==> src/rtl/rr_arbiter4.sv <==
// Four-requester round-robin arbiter with a registered one-hot grant and a
// bounded hold timer that forcibly revokes long-running ownerships.
module rr_arbiter4 #(
  parameter int unsigned HOLD_MAX = 16
) (
  input  logic       clk,
  input  logic       rst_n,
  input  logic       En,
  input  logic [3:0] req,
  output logic [3:0] gnt,
  output logic       busy,
  output logic       timeout
);

  typedef enum logic {
    ST_IDLE  = 1'b0,
    ST_GRANT = 1'b1
  } state_t;

  localparam logic [7:0] HOLD_LIM = 8'(HOLD_MAX);
  localparam logic       HOLD_EN  = (HOLD_MAX != 0);

  state_t     r_state, w_state_nxt;
  logic [1:0] r_ptr, w_ptr_nxt;
  logic [1:0] r_owner, w_owner_nxt;
  logic [7:0] r_cnt, w_cnt_nxt;
  logic [3:0] r_gnt, w_gnt_nxt;
  logic       r_timeout, w_timeout_nxt;
  logic       w_pick_vld;
  logic [1:0] w_pick_idx;

  function automatic logic [3:0] onehot4(input logic [1:0] idx);
    onehot4 = 4'b0001 << idx;
  endfunction

  // Rotating-priority pick: scan from the far end so the slot nearest ptr wins.
  always_comb begin
    logic [1:0] w_scan;
    w_pick_vld = 1'b0;
    w_pick_idx = r_ptr;
    for (int k = 3; k >= 0; k--) begin
      w_scan     = r_ptr + 2'(k);
      w_pick_vld = w_pick_vld | req[w_scan];
      w_pick_idx = req[w_scan] ? w_scan : w_pick_idx;
    end
  end

  // Next-state logic: release beats preempt, preempt beats hold.
  always_comb begin
    w_state_nxt   = r_state;
    w_ptr_nxt     = r_ptr;
    w_owner_nxt   = r_owner;
    w_cnt_nxt     = r_cnt;
    w_gnt_nxt     = r_gnt;
    w_timeout_nxt = 1'b0;
    case (r_state)
      ST_IDLE: begin
        if (En && w_pick_vld) begin
          w_owner_nxt = w_pick_idx;
          w_gnt_nxt   = onehot4(w_pick_idx);
          w_cnt_nxt   = 8'd1;
          w_state_nxt = ST_GRANT;
        end else begin
          w_gnt_nxt   = 4'b0000;
          w_state_nxt = ST_IDLE;
        end
      end
      ST_GRANT: begin
        if (!req[r_owner]) begin
          w_gnt_nxt   = 4'b0000;
          w_ptr_nxt   = r_owner + 2'd1;
          w_state_nxt = ST_IDLE;
        end else if (HOLD_EN && (r_cnt == HOLD_LIM)) begin
          w_gnt_nxt     = 4'b0000;
          w_ptr_nxt     = r_owner + 2'd1;
          w_timeout_nxt = 1'b1;
          w_state_nxt   = ST_IDLE;
        end else begin
          // Saturate so a disabled limit never wraps back into range.
          w_cnt_nxt = (r_cnt != 8'hFF) ? (r_cnt + 8'd1) : r_cnt;
        end
      end
      default: begin
        w_gnt_nxt   = 4'b0000;
        w_state_nxt = ST_IDLE;
      end
    endcase
  end

  // State and output registers.
  always_ff @(posedge clk or negedge rst_n) begin
    if (!rst_n) begin
      r_state   <= ST_IDLE;
      r_ptr     <= 2'd0;
      r_owner   <= 2'd0;
      r_cnt     <= 8'd0;
      r_gnt     <= 4'b0000;
      r_timeout <= 1'b0;
    end else begin
      r_state   <= w_state_nxt;
      r_ptr     <= w_ptr_nxt;
      r_owner   <= w_owner_nxt;
      r_cnt     <= w_cnt_nxt;
      r_gnt     <= w_gnt_nxt;
      r_timeout <= w_timeout_nxt;
    end
  end

  assign gnt     = r_gnt;
  assign busy    = (r_gnt != 4'b0000);
  assign timeout = r_timeout;

endmodule

==> config.mk <==
export PLATFORM = sky130hd
export DESIGN_NAME = rr_arbiter4
export DESIGN_NICKNAME = d
export VERILOG_FILES = /design/src/rtl/rr_arbiter4.sv
export SDC_FILE = /design/constraint.sdc
export NUM_CORES = 1
export LEC_CHECK = 0
export CORE_AREA = 2 2 46 48
export DETAILED_ROUTE_END_ITERATION = 6
export DIE_AREA = 0 0 48 50
export PLACE_DENSITY_LB_ADDON = 0.3
export SLEW_MARGIN = 10
export SYNTH_ARGS = -nofsm -noshare
export SYNTH_HDL_FRONTEND = slang
export SYNTH_SLANG_ARGS = --single-unit
==> constraint.sdc <==
create_clock -name clk -period 2.8 [get_ports clk]
set_input_delay 0.28 -clock clk [delete_from_list [all_inputs] [get_ports clk]]
set_output_delay 0.28 -clock clk [all_outputs]
set_load 0.05 [all_outputs]
==> results.toml <==
[detailed_routing]
final_antenna_net_count = 0
firstDrtPassIters = 4
drc = 0
avgRoutedWirePerCell_um = 13.47
viasPerCell = 5.664
drt-initial-drc-count = 19
vias = 827
routed_wirelength_um = 1966

[floorplanning]
ioPinCount = 13
die_w_um = 48
num_rows = 16
initial_core_util_pct = 51.91
dieArea_um2 = 2400
die_h_um = 50
core_area_um2 = 1902

[setup_path]
required_ps = 2520
path_buf_inv = 1
crit_type = "flip-flop to primary output"
cp_max_fo = 3
crit_path_max_incr_delay_ps = 710
critPathLaunchType = "flip-flop"
worstPathArrival_ps = 1910
setup.worst_path.end_class = "primary output"
crit_path_top_delay_cell = "clkdlybuf4s50_1"
cp_cell_sequence = "or4_1 -> clkdlybuf4s50_1"
critPathTopFamily = "buffers and inverters"

[global_route]
grt_pass1_vias = 778
grtUsageTotal_pct = 19.09
grt_max_degree = 19
grt_pass1_wl_um = 3284
grt_overflow = 0
antenna_found_initial = 0

[synth]
synthAdderAreaFrac_pct = 2.535
synth_edf_count = 0
synthArstFlopShare_pct = 100.0
syn-cell-area_um2 = 987.2
ys_seq_area_share_pct = 45.63
avgSynthCellArea_um2 = 9.492
synthMuxAreaShare_pct = 5.323
ys_ff_latch = 18
synthFlopType = "dfrtp_1"
yosys.cell_types.count = 38
synth_compound_area_share_pct = 20.28
synth_xor_area_share_pct = 0.8872
synth_top_family_by_area = "simple AND/OR/NAND/NOR gates"
synth_warnings = 0
synth-simple-area-share_pct = 22.69
synthCells = 104
synth_nets = 113

[clock_network]
hold_buffers = 0
root_buffer = "clkbuf_4"
cts_buffer_depth = 2
clock_sinks = 18
ctsResizeCount = 0
clock_latency_ps = 300
cts_buffers = 3
path_clk_slew_ps = 100
cts_max_level = 1
cts_tree = "done"
post_cts_buffers = 0

[placement]
place.gp.congestion = 0.8118
portBuffers = 12
dp_hpwl_um = 1444
placed_cell_area_um2 = 1137

[run]
drv_cap = 0

[sta]
worst_pin_slew_ps = 814.1
max_slew_margin_pct = 45.56
max_freq_mhz = 455.8
final-setup-viol-count = 0
fin_crit_sh_pct = 78.36
clock_skew_ps = 2.466
setup_tns_ps = 0
min_period_ps = 2194
hold_violations = 0
drv_slew = 0
rsz0062_at_grt = "no"

[layout]
areaGrowthSynthToFinish_pct = 18.89
diodes = 0
drive_gt1_share_pct = 12.61
stdcell_area_um2 = 1174
mostFrequentLayoutCells = "dfrtp_1, clkdlybuf4s50_1, nand2_1, nor2_1, o21ai_0"
fill_cells = 163
layout.nets = 129
mostFrequentLayoutCell = "dfrtp_1"

[power_and_ir_drop]
ir_worst_vdd_uv = 453.7
p_leak_nw = 0.5036
powerDensity_nw_per_um2 = 918.0

[run_status]
status = "complete, no violations"

[min_path]
hold_path.class = "input port to async pin"
[power breakdown]
| group | switching (W) | leakage, nW | total [W] | internal [W] |
|---|---|---|---|---|
| Sequential | 0.0000830 | 0.235 | 0.000417 | 0.000334 |
| Combinational | 0.000297 | 0.248 | 0.000500 | 0.000203 |
| Clock | 0.0000815 | 0.0210 | 0.000161 | 0.0000793 |
[synth_stat cells, types with 2 or more instances]
| cell | number | area (um2) |
|---|---|---|
| dfrtp_1 | 18 | 450.4 |
| nand2_1 | 11 | 41.29 |
| nor2_1 | 9 | 33.78 |
| o21ai_0 | 9 | 45.04 |
| a21oi_1 | 8 | 40.04 |
| inv_1 | 6 | 22.52 |
| nand3_1 | 5 | 25.02 |
| mux2i_1 | 3 | 30.03 |
| ha_1 | 2 | 25.02 |
| mux2_2 | 2 | 22.52 |
| nor2b_1 | 2 | 12.51 |
| o31ai_1 | 2 | 15.01 |
| or3_1 | 2 | 12.51 |
[through the flow]
| stage | utilization, % | hold WS, ps | cells | setup WS (ps) | total power, W |
|---|---|---|---|---|---|
| detailed placement | 59.80 | 494.4 | 142 | 685.7 | 0.0009230 |
| finish | 61.71 | 443.2 | 146 | 606.0 | 0.001077 |
| CTS | 61.71 | 476.8 | 146 | 592.9 | 0.001086 |
| floorplan | - | -15.59 | 104 | 1135 | 0.0007781 |
| global placement | 59.80 | 488.9 | 142 | 811.7 | 0.0009033 |
| global route | 61.71 | 509.7 | 146 | 539.8 | 0.001168 |
[flip-flops by register name (all words and copies together), names as in the netlist]
name	flops
gnt	4
timeout	1
r_state	1
r_ptr	2
r_owner	2
r_cnt	8
[layer usage]
metal  vias up  wire length [um]  GRT usage, %
met1       392               954         25.87
met4         0                23         8.108
met5         -                 0             0
met3         3                55         3.297
met2        23               932         29.11
li1        409                 -             -
[worst paths after layout]
| path | cells after the start | slack (ps) | startpoint | end |
|---|---|---|---|---|
| max | 2 | 610 | gnt[1]$_DFFE_PN0P_ | busy |
| min | 1 | 440 | rst_n | gnt[3]$_DFFE_PN0P_ |
| max reg2reg | 6 | 1010 | r_cnt[0]$_DFFE_PN0P_ | r_cnt[6]$_DFFE_PN0P_ |
| min reg2reg | 2 | 510 | gnt[2]$_DFFE_PN0P_ | gnt[2]$_DFFE_PN0P_ |
| max in group asynchronous | 1 | 1850 | rst_n | r_owner[0]$_DFFE_PN0P_ |
| min in group clk | 2 | 510 | gnt[2]$_DFFE_PN0P_ | gnt[2]$_DFFE_PN0P_ |
[kinds of logic after synthesis]
kind of cell,count (synthesis)
simple gates,41
compound gates,30
flops,18
buf+inv,7
mux,5
fa+ha+maj,2
xor+xnor,1
[final cells by class]
class	count	area (um2)	share of cell area [%]
Sequential cell	18	450.4	38.38
Multi-Input combinational cell	79	510.5	43.50
Clock buffer	4	36.28	3.092
Inverter	6	22.52	1.919
Timing Repair Buffer	12	120.1	10.23
Tap cell	27	33.78	2.878
Power figures use the tool's default switching activity.
